==> config.mk <==
export PLATFORM = sky130hd
export DESIGN_NAME = risc_v_mike_imem_ctrl_flat
export DESIGN_NICKNAME = d
export VERILOG_FILES = /design/src/rtl/risc_v_mike_imem_ctrl_if.sv /design/src/rtl/risc_v_mike_imem_ctrl.sv /design/src/flat_wrapper.sv
export SDC_FILE = /design/constraint.sdc
export NUM_CORES = 1
export LEC_CHECK = 0
export BUFFER_PORTS_ARGS = -buffer_cell sky130_fd_sc_hd__buf_2
export CORE_MARGIN = 4
export CORE_UTILIZATION = 40
export CTS_CLUSTER_DIAMETER = 50
export DETAILED_ROUTE_END_ITERATION = 6
export HOLD_SLACK_MARGIN = 0.05
export PLACE_DENSITY = 0.76
export SKIP_LAST_GASP = 1
export SYNTH_ARGS = -nofsm -noshare
export SYNTH_HDL_FRONTEND = slang
export SYNTH_SLANG_ARGS = --single-unit
==> constraint.sdc <==
create_clock -name clk -period 1.59 [get_ports clk]
set_clock_uncertainty 0.05 [all_clocks]
set_input_delay 0.159 -clock clk [delete_from_list [all_inputs] [get_ports clk]]
set_output_delay 0.159 -clock clk [all_outputs]
set_load 0.01 [all_outputs]
==> src/rtl/risc_v_mike_imem_ctrl_if.sv <==
// Instruction-memory controller bus: boot-load stream, fetch/debug read ports, memory array port.
// slave = controller side, master = clients plus memory side.
interface risc_v_mike_imem_ctrl_if #(
    parameter int ADDR_W = 4
);
    logic              ld_valid;
    logic              ld_ready;
    logic [31:0]       ld_data;
    logic              ld_last;
    logic              reload_req;
    logic              core_run;
    logic              load_err;
    logic              fetch_req;
    logic [ADDR_W-1:0] fetch_addr;
    logic              fetch_gnt;
    logic              fetch_rvalid;
    logic [31:0]       fetch_rdata;
    logic              dbg_req;
    logic [ADDR_W-1:0] dbg_addr;
    logic              dbg_gnt;
    logic              dbg_rvalid;
    logic [31:0]       dbg_rdata;
    logic              imem_wr_en;
    logic [ADDR_W-1:0] imem_wr_addr;
    logic [31:0]       imem_wr_data;
    logic [ADDR_W-1:0] imem_rd_addr;
    logic [31:0]       imem_rd_data;

    modport slave (
        input  ld_valid, ld_data, ld_last, reload_req,
        input  fetch_req, fetch_addr, dbg_req, dbg_addr, imem_rd_data,
        output ld_ready, core_run, load_err,
        output fetch_gnt, fetch_rvalid, fetch_rdata,
        output dbg_gnt, dbg_rvalid, dbg_rdata,
        output imem_wr_en, imem_wr_addr, imem_wr_data, imem_rd_addr
    );

    modport master (
        output ld_valid, ld_data, ld_last, reload_req,
        output fetch_req, fetch_addr, dbg_req, dbg_addr, imem_rd_data,
        input  ld_ready, core_run, load_err,
        input  fetch_gnt, fetch_rvalid, fetch_rdata,
        input  dbg_gnt, dbg_rvalid, dbg_rdata,
        input  imem_wr_en, imem_wr_addr, imem_wr_data, imem_rd_addr
    );
endinterface

==> src/rtl/risc_v_mike_imem_ctrl.sv <==
// Boot-loads the instruction memory, then arbitrates its single read port between fetch and debug.
// Latency: writes land on the accepting edge; read data returns 1 cycle after grant.
// Backpressure: ld_ready high only while loading; losing reader waits, debug forced through after STARVE_LIMIT losses.
module risc_v_mike_imem_ctrl #(
    parameter int IMEM_DEPTH   = 16,
    parameter int ADDR_W       = 4,
    parameter int STARVE_LIMIT = 4
) (
    input  logic                            clk,
    input  logic                            rst,
    risc_v_mike_imem_ctrl_if.slave          bus
);

    typedef enum logic {
        ST_LOAD = 1'b0,
        ST_RUN  = 1'b1
    } state_t;

    state_t            r_state;
    state_t            w_state_nxt;
    logic [ADDR_W-1:0] r_load_cnt;
    logic [3:0]        r_starve_cnt;
    logic              r_load_err;
    logic              r_fetch_rvalid;
    logic              r_dbg_rvalid;
    logic [31:0]       r_fetch_rdata;
    logic [31:0]       r_dbg_rdata;

    logic              w_load;
    logic              w_ld_acc;
    logic              w_at_end;
    logic              w_reload;
    logic              w_fetch_elig;
    logic              w_force_dbg;
    logic              w_fetch_gnt;
    logic              w_dbg_gnt;

    // Reset is treated as LOAD so the handshake outputs look like the reset state at once.
    assign w_load   = rst || (r_state == ST_LOAD);
    assign w_at_end = (r_load_cnt == ADDR_W'(IMEM_DEPTH - 1));

    always_comb begin
        w_state_nxt  = r_state;
        w_ld_acc     = 1'b0;
        w_reload     = 1'b0;
        w_fetch_elig = 1'b0;
        w_force_dbg  = 1'b0;
        w_fetch_gnt  = 1'b0;
        w_dbg_gnt    = 1'b0;

        if (w_load) begin
            w_ld_acc = bus.ld_valid;
            if (w_ld_acc && (bus.ld_last || w_at_end)) begin
                w_state_nxt = ST_RUN;
            end
        end else begin
            w_fetch_elig = bus.fetch_req;
            w_reload     = bus.reload_req;
            if (w_reload) begin
                w_state_nxt = ST_LOAD;
            end
        end

        w_force_dbg = bus.dbg_req && (r_starve_cnt == 4'(STARVE_LIMIT));
        w_dbg_gnt   = bus.dbg_req && (!w_fetch_elig || w_force_dbg);
        w_fetch_gnt = w_fetch_elig && !w_dbg_gnt;
    end

    always_ff @(posedge clk) begin
        if (rst) begin
            r_state        <= ST_LOAD;
            r_load_cnt     <= '0;
            r_starve_cnt   <= '0;
            r_load_err     <= 1'b0;
            r_fetch_rvalid <= 1'b0;
            r_dbg_rvalid   <= 1'b0;
            r_fetch_rdata  <= '0;
            r_dbg_rdata    <= '0;
        end else begin
            r_state <= w_state_nxt;

            if (w_reload) begin
                r_load_cnt <= '0;
                r_load_err <= 1'b0;
            end else if (w_ld_acc) begin
                r_load_cnt <= r_load_cnt + ADDR_W'(1);
                if (w_at_end && !bus.ld_last) begin
                    r_load_err <= 1'b1;
                end
            end

            if (!bus.dbg_req || w_dbg_gnt) begin
                r_starve_cnt <= '0;
            end else if (r_starve_cnt != 4'hF) begin
                r_starve_cnt <= r_starve_cnt + 4'd1;
            end

            r_fetch_rvalid <= w_fetch_gnt;
            r_dbg_rvalid   <= w_dbg_gnt;
            if (w_fetch_gnt) begin
                r_fetch_rdata <= bus.imem_rd_data;
            end
            if (w_dbg_gnt) begin
                r_dbg_rdata <= bus.imem_rd_data;
            end
        end
    end

    assign bus.ld_ready     = w_load;
    assign bus.core_run     = !w_load;
    assign bus.load_err     = r_load_err;
    assign bus.imem_wr_en   = w_ld_acc;
    assign bus.imem_wr_addr = r_load_cnt;
    assign bus.imem_wr_data = bus.ld_data;
    assign bus.imem_rd_addr = w_dbg_gnt ? bus.dbg_addr : bus.fetch_addr;
    assign bus.fetch_gnt    = w_fetch_gnt;
    assign bus.dbg_gnt      = w_dbg_gnt;
    assign bus.fetch_rvalid = r_fetch_rvalid;
    assign bus.fetch_rdata  = r_fetch_rdata;
    assign bus.dbg_rvalid   = r_dbg_rvalid;
    assign bus.dbg_rdata    = r_dbg_rdata;

endmodule

==> src/flat_wrapper.sv <==
// flat-port wrapper written by rule: the top's interface ports become plain ports
module risc_v_mike_imem_ctrl_flat 
#(
    parameter int IMEM_DEPTH   = 16,
    parameter int ADDR_W       = 4,
    parameter int STARVE_LIMIT = 4
)
  (clk, rst, bus_ld_valid, bus_ld_data, bus_ld_last, bus_reload_req, bus_fetch_req, bus_fetch_addr, bus_dbg_req, bus_dbg_addr, bus_imem_rd_data, bus_ld_ready, bus_core_run, bus_load_err, bus_fetch_gnt, bus_fetch_rvalid, bus_fetch_rdata, bus_dbg_gnt, bus_dbg_rvalid, bus_dbg_rdata, bus_imem_wr_en, bus_imem_wr_addr, bus_imem_wr_data, bus_imem_rd_addr);
  risc_v_mike_imem_ctrl_if #(.ADDR_W(ADDR_W)) bus_i ();
  input  logic clk;
  input  logic rst;
  input wire logic [$bits(bus_i.ld_valid)-1:0] bus_ld_valid;
  input wire logic [$bits(bus_i.ld_data)-1:0] bus_ld_data;
  input wire logic [$bits(bus_i.ld_last)-1:0] bus_ld_last;
  input wire logic [$bits(bus_i.reload_req)-1:0] bus_reload_req;
  input wire logic [$bits(bus_i.fetch_req)-1:0] bus_fetch_req;
  input wire logic [$bits(bus_i.fetch_addr)-1:0] bus_fetch_addr;
  input wire logic [$bits(bus_i.dbg_req)-1:0] bus_dbg_req;
  input wire logic [$bits(bus_i.dbg_addr)-1:0] bus_dbg_addr;
  input wire logic [$bits(bus_i.imem_rd_data)-1:0] bus_imem_rd_data;
  output wire logic [$bits(bus_i.ld_ready)-1:0] bus_ld_ready;
  output wire logic [$bits(bus_i.core_run)-1:0] bus_core_run;
  output wire logic [$bits(bus_i.load_err)-1:0] bus_load_err;
  output wire logic [$bits(bus_i.fetch_gnt)-1:0] bus_fetch_gnt;
  output wire logic [$bits(bus_i.fetch_rvalid)-1:0] bus_fetch_rvalid;
  output wire logic [$bits(bus_i.fetch_rdata)-1:0] bus_fetch_rdata;
  output wire logic [$bits(bus_i.dbg_gnt)-1:0] bus_dbg_gnt;
  output wire logic [$bits(bus_i.dbg_rvalid)-1:0] bus_dbg_rvalid;
  output wire logic [$bits(bus_i.dbg_rdata)-1:0] bus_dbg_rdata;
  output wire logic [$bits(bus_i.imem_wr_en)-1:0] bus_imem_wr_en;
  output wire logic [$bits(bus_i.imem_wr_addr)-1:0] bus_imem_wr_addr;
  output wire logic [$bits(bus_i.imem_wr_data)-1:0] bus_imem_wr_data;
  output wire logic [$bits(bus_i.imem_rd_addr)-1:0] bus_imem_rd_addr;
  assign bus_i.ld_valid = bus_ld_valid;
  assign bus_i.ld_data = bus_ld_data;
  assign bus_i.ld_last = bus_ld_last;
  assign bus_i.reload_req = bus_reload_req;
  assign bus_i.fetch_req = bus_fetch_req;
  assign bus_i.fetch_addr = bus_fetch_addr;
  assign bus_i.dbg_req = bus_dbg_req;
  assign bus_i.dbg_addr = bus_dbg_addr;
  assign bus_i.imem_rd_data = bus_imem_rd_data;
  assign bus_ld_ready = bus_i.ld_ready;
  assign bus_core_run = bus_i.core_run;
  assign bus_load_err = bus_i.load_err;
  assign bus_fetch_gnt = bus_i.fetch_gnt;
  assign bus_fetch_rvalid = bus_i.fetch_rvalid;
  assign bus_fetch_rdata = bus_i.fetch_rdata;
  assign bus_dbg_gnt = bus_i.dbg_gnt;
  assign bus_dbg_rvalid = bus_i.dbg_rvalid;
  assign bus_dbg_rdata = bus_i.dbg_rdata;
  assign bus_imem_wr_en = bus_i.imem_wr_en;
  assign bus_imem_wr_addr = bus_i.imem_wr_addr;
  assign bus_imem_wr_data = bus_i.imem_wr_data;
  assign bus_imem_rd_addr = bus_i.imem_rd_addr;
  risc_v_mike_imem_ctrl #(.IMEM_DEPTH(IMEM_DEPTH), .ADDR_W(ADDR_W), .STARVE_LIMIT(STARVE_LIMIT)) u_core (.clk(clk), .rst(rst), .bus(bus_i));
endmodule
==> results of run 1 <==
area by class of cell:
type	instances	area share (%)
clock buffer	12	3.037
clock inverter	4	1.519
inverter	7	0.5499
multi-input combinational	243	33.70
sequential	76	31.92
tap	105	2.749
timing repair buffer	191	26.53
kinds of logic (layout without fill, tap and decap cells):
family | count (synthesis) | in the layout | synth area share (%)
buffers and inverters | 70 | 214 | 12.46
flip-flops | 76 | 76 | 43.27
multiplexers | 37 | 37 | 10.68
AO/OA/AOI/OAI | 79 | 79 | 11.92
XOR/XNOR | 1 | 1 | 0.2492
AND/OR/NAND/NOR | 123 | 123 | 20.36
adder cells (fa/ha/maj) | 3 | 3 | 1.068
layer usage:
layer / vias up / GRT usage [%]
met5: - / 0
met4: 0 / 6.544
met3: 24 / 6.129
met2: 138 / 31.49
met1: 1545 / 21.33
li1: 1569 / -
worst max-delay path: stages, from the launching register on:
cell      delay (ps)
dfxtp_2          320
inv_2             60
ha_4             140
nand4b_4         120
a21boi_4         180
buf_12           140
mux2_4           300
buf_6            120
repair_timing:
action                                  4_1_cts  5_1_grt
endpoints found under the setup margin       39       39
resized for setup                             8        7
hold buffers                                 34        0
buffers inserted                              4       11
pin swaps                                     2        2
endpoints found under the hold margin        63        0
placed cells by master (no fill, tap or decap), drive strengths merged, types with 6 or more instances in the layout:
cell type and instances:
buf 157, dfxtp 76, nand2b 64, nand3 38, a21oi 37, dlygate4sd3 34, o21ai 34, mux2i 33
clkbuf 12, nor2 9, inv 6
where the power goes:
part           internal, uW  total, uW  switching (uW)
Clock                   927       1620             691
Sequential             1980       2020            40.4
Combinational           319        583             264
state kept, by name, summed over array words and instances, names as in the netlist:
register / flops
u_core.r_starve_cnt: 4
u_core.bus.fetch_rvalid: 1
u_core.bus.dbg_rvalid: 1
u_core.bus.imem_wr_addr: 4
u_core.bus.fetch_rdata: 32
u_core.bus.dbg_rdata: 32
u_core.r_state: 1
u_core.bus.load_err: 1
worst max-delay path by stage:
stage,from,endpoint,slack (ps),cells past startpoint
final,u_core.r_starve_cnt[0]$_SDFFE_PP0P_,bus_imem_rd_addr[0],-350,7
after global routing,u_core.r_starve_cnt[0]$_SDFFE_PP0P_,bus_imem_rd_addr[0],-440,7
after CTS,u_core.r_starve_cnt[0]$_SDFFE_PP0P_,bus_imem_rd_addr[1],-370,7
after detailed placement,u_core.r_starve_cnt[1]$_SDFFE_PP0P_,u_core.bus.dbg_rdata[13]$_SDFFE_PP0P_,-170,6
after global placement,u_core.r_starve_cnt[1]$_SDFFE_PP0P_,u_core.bus.dbg_rdata[14]$_SDFFE_PP0P_,-110,6
after floorplan,u_core.r_starve_cnt[0]$_SDFFE_PP0P_,bus_imem_rd_addr[0],0.6,6
metrics by stage:
stage | area (um^2) | total power, uW | instances | TNS, ps
global placement | 4045 | 2514 | 576 | -2706
CTS | 4684 | 4239 | 629 | -2128
floorplan | 3545 | 2408 | 389 | 0
finish | 4778 | 4217 | 638 | -1780
global route | 4778 | 4410 | 638 | -3959
detailed placement | 4045 | 2526 | 576 | -4148
==> impl_metrics.py, run 1 <==
metrics = {
    "setup_path": {
        "start_kind": "flop",
        "reg2reg_slack_ps": -30,
        "cp.required_ps": 1380,
        "crit_type": "flop to primary output",
        "critPathCaptureType": "primary output",
        "crit_arrival_ps": 1730,
        "timing.rr.end": "u_core.r_starve_cnt[2]$_SDFFE_PP0P_",
        "r2r_start": "u_core.r_starve_cnt[1]$_SDFFE_PP0P_",
        "rr_worst_depth": 6,
        "path_max_fanout": 7,
    },
    "yosys": {
        "synth_cell_type_count": 35,
        "synth_edf_count": 0,
        "synth_seq_cells": 76,
        "netlist_area_mm2": 0.003516,
        "yosysTopAreaCell": "dfxtp_1",
        "seq_area_frac_synth_pct": 43.27,
        "yosys_warnings": 0,
        "async_flop_share_pct": 0,
        "synth.most_common_cell": "dfxtp_1",
        "synth_ff_type": "dfxtp_1",
        "synth_nets": 471,
        "avgSynthCellArea_um2": 9.038,
        "synthTopCellsByArea": "dfxtp_1 (43%), nand2b_1 (11%), mux2i_1 (9.4%)",
        "yosys-top-cells-count": "dfxtp_1 (76), nand2b_1 (64), nand3_1 (38)",
        "yosys.area.top_type_share_pct": 43.27,
        "syn_inst": 389,
    },
    "outcome": {
        "outcome": "complete, but fails checks",
        "violations": "negative setup slack",
    },
    "drt": {
        "wl_met1_um": 3964,
        "wl_met3_um": 872,
        "detail-route-antenna-nets": 0,
        "finalWirelength_um": 9779,
        "drt-pass1-iter-count": 4,
        "wire_per_inst_um": 15.33,
        "drc": 0,
        "vias": 3276,
        "routed.top_layer": "met4",
        "vias_per_cell": 5.135,
        "wl_met2_um": 4786,
        "drtIter0Drc": 125,
    },
    "clocking": {
        "clk_pin_slew_ps": 70,
        "root_buffer": "clkbuf_8",
        "numCtsBuffers": 9,
        "htreeDepth": 3,
        "cts_tree": "yes",
        "clk_path_buf_depth": 2,
        "worstSkewPairLatency_ps": 330,
        "clock-sinks": 76,
    },
    "flow_run": {
        "cap_violations": 0,
    },
    "place": {
        "port_buffers": 126,
        "hpwl_um": 6361,
        "gp_congestion": 0.7386,
        "pre_cts_slack_ps": -171.3,
    },
    "timing": {
        "fin_ws_ps": -350.7,
        "fmax_ghz": 0.5153,
        "fin_crit_sh_pct": 122.1,
        "max_slew_margin_pct": 71.81,
        "fin_hold_ws_ps": 84.87,
        "fin_crit_ps": 1941,
        "tightest_slew_ps": 422.8,
        "slew_violations": 0,
        "rsz0062_at_grt": "yes",
        "setup_viol": 23,
        "hold_viol": 0,
    },
    "min_path": {
        "whs_path_depth": 3,
        "min-delay-start": "bus_reload_req",
        "hold_path_class": "primary input to flop",
        "hold_path_end": "u_core.r_state$_SDFFE_PP0P_",
    },
    "cells_and_area": {
        "multi_input_comb_area_mm2": 0.001610,
        "regArea_mm2": 0.001525,
        "area_delta_synth_final_pct": 35.91,
        "drive_above_1_share_pct": 34.71,
        "antenna_cells": 0,
        "nFillCells": 744,
        "final_nets": 610,
        "postLayoutCoreUtil_pct": 57.01,
    },
    "power": {
        "p_per_area_mw_per_mm2": 882.5,
        "max-vdd-ir-drop_mv": 0.4245,
        "power_leakage_uw": 0.002175,
    },
    "floorplanning": {
        "fp.dieArea_mm2": 0.01035,
        "start_util_pct": 41.95,
        "ioPinCount": 191,
        "die_h_um": 101.8,
        "fp.dieW_um": 101.8,
        "row_count": 33,
        "design.core.area_mm2": 0.008382,
    },
    "grt": {
        "grt_antenna_before_repair": 0,
        "grt.total_usage_pct": 18.36,
        "grt_first_pass_wirelength_um": 15200,
        "grt_max_degree": 53,
        "grt.overflow.total": 0,
        "grt_pass1_vias": 3235,
    },
}
Note: power is estimated with default switching activity, not from simulation.
==> inputs of run 2 (changes only) <==
Settings changed: ABC_AREA from default to 1.
==> run 2 against run 1 <==
The run still ends with negative setup slack left; global-route usage down 0.14 points; routed wire length shrank 5.6%; largest power group unchanged; area after synthesis down 3.3%; sequential share of layout area grew 2.2 points.
==> impl_metrics.py, run 2 <==
metrics = {
    "power": {
        "max-vdd-ir-drop_mv": 0.4150,
        "p_per_area_mw_per_mm2": 876.6,
        "power_leakage_uw": 0.002312,
    },
    "setup_path": {
        "crit_type": "flop to primary output",
        "crit_arrival_ps": 1490,
        "start_kind": "flop",
        "crit_cells": 10,
        "path_cells": "inv_2, ha_4, nand2_2, inv_2, nand2_2, nand2_4, nand2_4, inv_4, buf_4, buf_6",
        "critPathCaptureType": "primary output",
        "r2r_start": "u_core.r_starve_cnt[0]$_SDFFE_PP0P_",
        "crit_buf_inv": 5,
        "cp_slowest_stage_delay_ps": 340,
        "reg2reg_slack_ps": 60,
        "cp_slowest_cell": "dfxtp_2",
        "path_max_fanout": 6,
        "crit_family": "buffers and inverters",
        "timing.rr.end": "u_core.bus.fetch_rdata[6]$_SDFFE_PP0P_",
        "rr_worst_depth": 10,
        "cp.required_ps": 1380,
    },
    "cells_and_area": {
        "drive_above_1_share_pct": 31.93,
        "layout_common_cells": "buf_2 (124), nor2_1 (102), dfxtp_1 (74), nand2_1 (50), inv_1 (39)",
        "regArea_mm2": 0.001524,
        "nFillCells": 797,
        "layout_commonest_cell": "buf_2",
        "antenna_cells": 0,
        "postLayoutCoreUtil_pct": 54.11,
        "final_nets": 673,
        "area_delta_synth_final_pct": 31.38,
        "multi_input_comb_area_mm2": 0.001341,
        "instances_no_fill": 700,
    },
    "timing": {
        "max_slew_margin_pct": 60.34,
        "fin_crit_sh_pct": 106.7,
        "fin_crit_ps": 1697,
        "slew_violations": 0,
        "rsz0062_at_grt": "yes",
        "fin_ws_ps": -106.6,
        "tightest_slew_ps": 594.9,
        "hold_viol": 0,
        "fmax_ghz": 0.5894,
        "setup_viol": 6,
    },
    "yosys": {
        "yosys.area.top_type_share_pct": 44.74,
        "synth_edf_count": 0,
        "synth_ff_type": "dfxtp_1",
        "netlist_area_mm2": 0.003401,
        "synth.most_common_cell": "nor2_1",
        "syn_inst": 465,
        "yosysTopAreaCell": "dfxtp_1",
        "yosys-top-cells-count": "nor2_1 (103), dfxtp_1 (76), nand2_1 (56)",
        "synth_seq_cells": 76,
        "seq_area_frac_synth_pct": 44.74,
        "synth_nets": 547,
        "avgSynthCellArea_um2": 7.313,
        "async_flop_share_pct": 0,
        "synthTopCellsByArea": "dfxtp_1 (45%), nor2_1 (11%), buf_4 (7.1%)",
        "synth_cell_type_count": 24,
        "yosys_warnings": 0,
    },
    "clocking": {
        "root_buffer": "clkbuf_8",
        "htreeDepth": 3,
        "numCtsBuffers": 9,
        "clk_pin_slew_ps": 70,
        "clock-sinks": 76,
        "cts_tree": "yes",
        "clk_path_buf_depth": 2,
        "worstSkewPairLatency_ps": 340,
    },
    "floorplanning": {
        "fp.dieW_um": 100.2,
        "start_util_pct": 41.18,
        "design.core.area_mm2": 0.008258,
        "ioPinCount": 191,
        "die_h_um": 100.2,
        "row_count": 33,
        "fp.dieArea_mm2": 0.01004,
    },
    "min_path": {
        "hold_path_class": "primary input to flop",
        "hold_path_end": "u_core.bus.fetch_rdata[19]$_SDFFE_PP0P_",
        "min-delay-start": "bus_imem_rd_data[19]",
        "whs_path_depth": 3,
    },
    "drt": {
        "drtIter0Drc": 120,
        "vias_per_cell": 4.690,
        "wire_per_inst_um": 13.19,
        "finalWirelength_um": 9233,
        "vias": 3283,
        "drc": 0,
        "detail-route-antenna-nets": 0,
        "drt-pass1-iter-count": 4,
    },
    "grt": {
        "grt_first_pass_wirelength_um": 14720,
        "use_met1_pct": 20.80,
        "busiest_layer": "met2",
        "grt_max_degree": 66,
        "grt.total_usage_pct": 18.22,
        "globalRouteMet2Util_pct": 30.94,
        "grt.overflow.total": 0,
        "grt_pass1_vias": 3158,
        "grt_antenna_before_repair": 0,
        "grt_use_met3_pct": 5.907,
    },
    "place": {
        "hpwl_um": 6253,
        "pre_cts_slack_ps": 12.64,
        "gp_congestion": 0.8004,
        "port_buffers": 126,
        "place_inst": 651,
    },
    "outcome": {
        "violations": "negative setup slack",
        "outcome": "complete, but fails checks",
    },
    "flow_run": {
        "cap_violations": 0,
    },
}
-- run 2: cell types whose count changed in the layout (fill, tap and decap cells not counted), sizes merged, moves of 3 or more --
| cell | previous run | this run |
|---|---|---|
| nand2 | 1 | 58 |
| nor2 | 9 | 104 |
| or4 | 3 | 0 |
| a21oi | 37 | 41 |
| buf | 157 | 144 |
| inv | 6 | 45 |
| mux2 | 4 | 0 |
| dlygate4sd3 | 34 | 29 |
| mux2i | 33 | 0 |
| nand2b | 64 | 0 |
-- run 2: final cells by class --
type | count | area share (%)
inverters | 46 | 4.200
repair buffers | 174 | 25.20
clock inverters | 5 | 0.6721
well taps | 105 | 2.940
multi-input cells | 284 | 30.02
clock buffers | 10 | 2.856
flip-flops and latches | 76 | 34.11
-- run 2: timing repair --
| action | in CTS | in global routing |
|---|---|---|
| setup endpoints to repair | 6 | 68 |
| gates resized for setup | 13 | 22 |
| buffers inserted | 2 | 2 |
| hold buffers | 26 | 3 |
| hold endpoints to repair | 26 | 3 |
| cloned | 0 | 1 |
| pin swaps | 5 | 5 |
-- run 2: how the worst max path moves through the flow --
| stage | startpoint | slack [ps] | endpoint |
|---|---|---|---|
| after floorplan | u_core.r_starve_cnt[0]$_SDFFE_PP0P_ | 140 | bus_imem_rd_addr[0] |
| after global placement | u_core.r_starve_cnt[0]$_SDFFE_PP0P_ | 80 | u_core.bus.fetch_rdata[10]$_SDFFE_PP0P_ |
| after detailed placement | u_core.r_starve_cnt[0]$_SDFFE_PP0P_ | 10 | bus_imem_rd_addr[3] |
| after CTS | u_core.r_starve_cnt[1]$_SDFFE_PP0P_ | -140 | bus_imem_rd_addr[3] |
| after global routing | u_core.r_starve_cnt[0]$_SDFFE_PP0P_ | -220 | bus_imem_rd_addr[0] |
| final | u_core.r_starve_cnt[0]$_SDFFE_PP0P_ | -110 | bus_dbg_gnt |
-- run 2: where the power goes --
part / internal, uW / switching (uW) / leakage, uW
clock network: 550 / 692 / 0.0000779
logic: 290 / 334 / 0.00161
registers: 2000 / 54.3 / 0.000624
total: 2840 / 1080 / 0.00231
-- run 2: routing by layer --
layer / routed length, um / vias to the layer above
met1: 3723 / 1449
met3: 766 / 31
met2: 4478 / 130
met4: 264 / 0
met5: 0 / -
li1: - / 1673
-- run 2: cells by family after synthesis --
family	Yosys count	share of synthesized area [%]
AO/OA/AOI/OAI	76	12.29
flip-flops	76	44.74
AND/OR/NAND/NOR	202	24.25
buffers and inverters	105	16.85
XOR/XNOR	3	0.7728
adder cells (fa/ha/maj)	3	1.104
-- run 2: worst reg2reg max path: cells and delay by family (launching register included) --
| kind | cells | cell delay, ps |
|---|---|---|
| fa+ha+maj | 1 | 150 |
| buf+inv | 4 | 460 |
| flops | 1 | 340 |
| simple gates | 4 | 250 |
| compound gates | 1 | 170 |
-- run 2: through the flow --
stage / total power, uW / cell area, um^2 / TNS (ps) / hold slack [ps]
after global placement: 2622 / 3880 / 0 / 268.1
final: 3917 / 4468 / -543.3 / 59.62
after detailed placement: 2635 / 3880 / 0 / 268.1
after global routing: 4144 / 4468 / -1796 / 76.18
after CTS: 3933 / 4345 / -662.8 / 50.43
after floorplan: 2489 / 3401 / 0 / 181.4
==> inputs of run 3 (changes only) <==
Settings changed: GPL_TIMING_DRIVEN from default to 0, SKIP_CTS_REPAIR_TIMING from default to 1.
==> run 3 against run 2 <==
The run still ends with negative setup slack left; worst setup slack worse by 91 ps; non-clock buffer count grew 64; sequential power is essentially flat; sequential share of layout area decreased by 2.8 points; routed wire length rose by 9.9%; final area grew 8.8%; worst hold slack worse by 32 ps; via count is 8.9% higher; die area is the same; sequential cell count stayed put; combinational power is 20% higher; global-route usage is 0.26 points higher; largest power group unchanged; highest routed layer unchanged.
==> impl_metrics.py, run 3 (synthesis gave the netlist of run 2 again) <==
metrics = {
    "setup_path": {
        "crit_buf_inv": 4,
        "path_max_fanout": 7,
        "cp.required_ps": 1380,
        "cp_slowest_stage_delay_ps": 370,
        "crit_family": "simple AND/OR/NAND/NOR gates",
        "start_kind": "flop",
        "crit_type": "flop to primary output",
        "cp_slowest_cell": "dfxtp_2",
        "path_cells": "inv_2, ha_4, nand2_2, inv_2, nand2_2, nand2_4, nand2_4, inv_4, nand2_1, nand2_1, buf_2",
        "crit_arrival_ps": 1580,
        "critPathCaptureType": "primary output",
    },
    "outcome": {
        "outcome": "complete, but fails checks",
        "violations": "negative setup slack",
    },
    "place": {
        "pre_cts_slack_ps": -122.0,
        "gp_congestion": 0.8757,
        "post_dp_cell_area_mm2": 0.004323,
        "hpwl_um": 7549,
        "port_buffers": 158,
    },
    "power": {
        "p_per_area_mw_per_mm2": 875.4,
        "power_leakage_uw": 0.002580,
        "max-vdd-ir-drop_mv": 0.4826,
    },
    "drt": {
        "drtIter0Drc": 134,
        "detail-route-antenna-nets": 0,
        "drc": 0,
        "vias": 3576,
        "finalWirelength_um": 10150,
        "drt-pass1-iter-count": 4,
        "vias_per_cell": 4.681,
        "wire_per_inst_um": 13.28,
    },
    "timing": {
        "fmax_ghz": 0.5594,
        "fin_crit_sh_pct": 112.4,
        "max_slew_margin_pct": 55.90,
        "setup_viol": 9,
        "rsz0062_at_grt": "yes",
        "fin_crit_ps": 1788,
        "hold_viol": 0,
        "slew_violations": 0,
        "fin_ws_ps": -197.8,
        "tightest_slew_ps": 661.4,
    },
    "cells_and_area": {
        "design_area_mm2": 0.004863,
        "layout_common_cells": "buf_2 (166), nor2_1 (103), dfxtp_1 (74), nand2_1 (49), buf_4 (40)",
        "layout_commonest_cell": "buf_2",
        "antenna_cells": 0,
        "drive_above_1_share_pct": 41.58,
        "area_delta_synth_final_pct": 43.01,
        "final_nets": 737,
    },
    "clocking": {
        "cts_tree": "yes",
        "worstSkewPairLatency_ps": 340,
        "clk_pin_slew_ps": 80,
        "clock-sinks": 76,
        "numCtsBuffers": 9,
        "htreeDepth": 3,
        "root_buffer": "clkbuf_8",
        "clk_path_buf_depth": 2,
    },
    "floorplanning": {
        "ioPinCount": 191,
        "fp.dieArea_mm2": 0.01004,
        "start_util_pct": 41.18,
        "die_h_um": 100.2,
        "row_count": 33,
        "fp.dieW_um": 100.2,
        "design.core.area_mm2": 0.008258,
    },
    "grt": {
        "grt_pass1_vias": 3347,
        "grt.overflow.total": 0,
        "grt_antenna_before_repair": 0,
        "grt_first_pass_wirelength_um": 15020,
        "grt.total_usage_pct": 18.47,
        "grt_max_degree": 13,
    },
    "min_path": {
        "hold_path_class": "primary input to flop",
    },
    "flow_run": {
        "cap_violations": 0,
    },
}
## run 3: cell types whose count changed in the layout (fill, tap and decap cells not counted), sizes merged
cell,before,now
clkinvlp,2,1
dlygate4sd3,29,14
inv,45,46
buf,144,216
clkinv,4,3
clkbuf,11,18
bufinv,0,1
## run 3: cell type report
class	instances	area, um^2
fill	766	3395
sequential	76	1524
multi-input combinational	284	1398
timing repair buffer	180	1032
buffer	58	410.4
inverter	46	177.7
clock buffer	10	137.6
tap	105	131.4
clock inverter	5	52.55
## run 3: worst min-delay path, delay by kind of cell
family	cells	cell delay (ps)
AND/OR/NAND/NOR	1	70
AO/OA/AOI/OAI	1	60
buffers and inverters	1	90
## run 3: power breakdown
part,internal (uW),switching (uW),total [uW]
logic,355,393,748
registers,2000,59.4,2060
clock network,752,703,1450
## run 3: through the flow
step / hold slack [ps] / setup TNS, ps / util, % / power (uW) / cells
CTS: -41.85 / -3226 / 54.65 / 4211 / 743
floorplan: 181.4 / 0 / - / 2489 / 465
detailed placement: 333.2 / -752.5 / 52.35 / 2773 / 728
finish: 27.18 / -1098 / 58.89 / 4257 / 764
global route: 41.46 / -4394 / 58.89 / 4458 / 764
global placement: 324.5 / -321.2 / 52.35 / 2757 / 728
## run 3: final timing paths
check / startpoint / to / slack, ps / depth (start not counted)
min: bus_imem_rd_data[14] / u_core.bus.fetch_rdata[14]$_SDFFE_PP0P_ / 30 / 3
max reg2reg: u_core.r_starve_cnt[0]$_SDFFE_PP0P_ / u_core.bus.dbg_rdata[16]$_SDFFE_PP0P_ / -20 / 10
min reg2reg: u_core.bus.load_err$_SDFFE_PP0P_ / u_core.bus.load_err$_SDFFE_PP0P_ / 430 / 2
max: u_core.r_starve_cnt[0]$_SDFFE_PP0P_ / bus_imem_rd_addr[3] / -200 / 11
## run 3: metal layers
| metal | global-route usage (%) | wire length (um) | vias up |
|---|---|---|---|
| li1 | - | - | 1809 |
| met1 | 22.03 | 4159 | 1588 |
| met3 | 4.864 | 884 | 16 |
| met2 | 31.35 | 4943 | 163 |
| met5 | 0 | 0 | - |
| met4 | 7.772 | 158 | 0 |
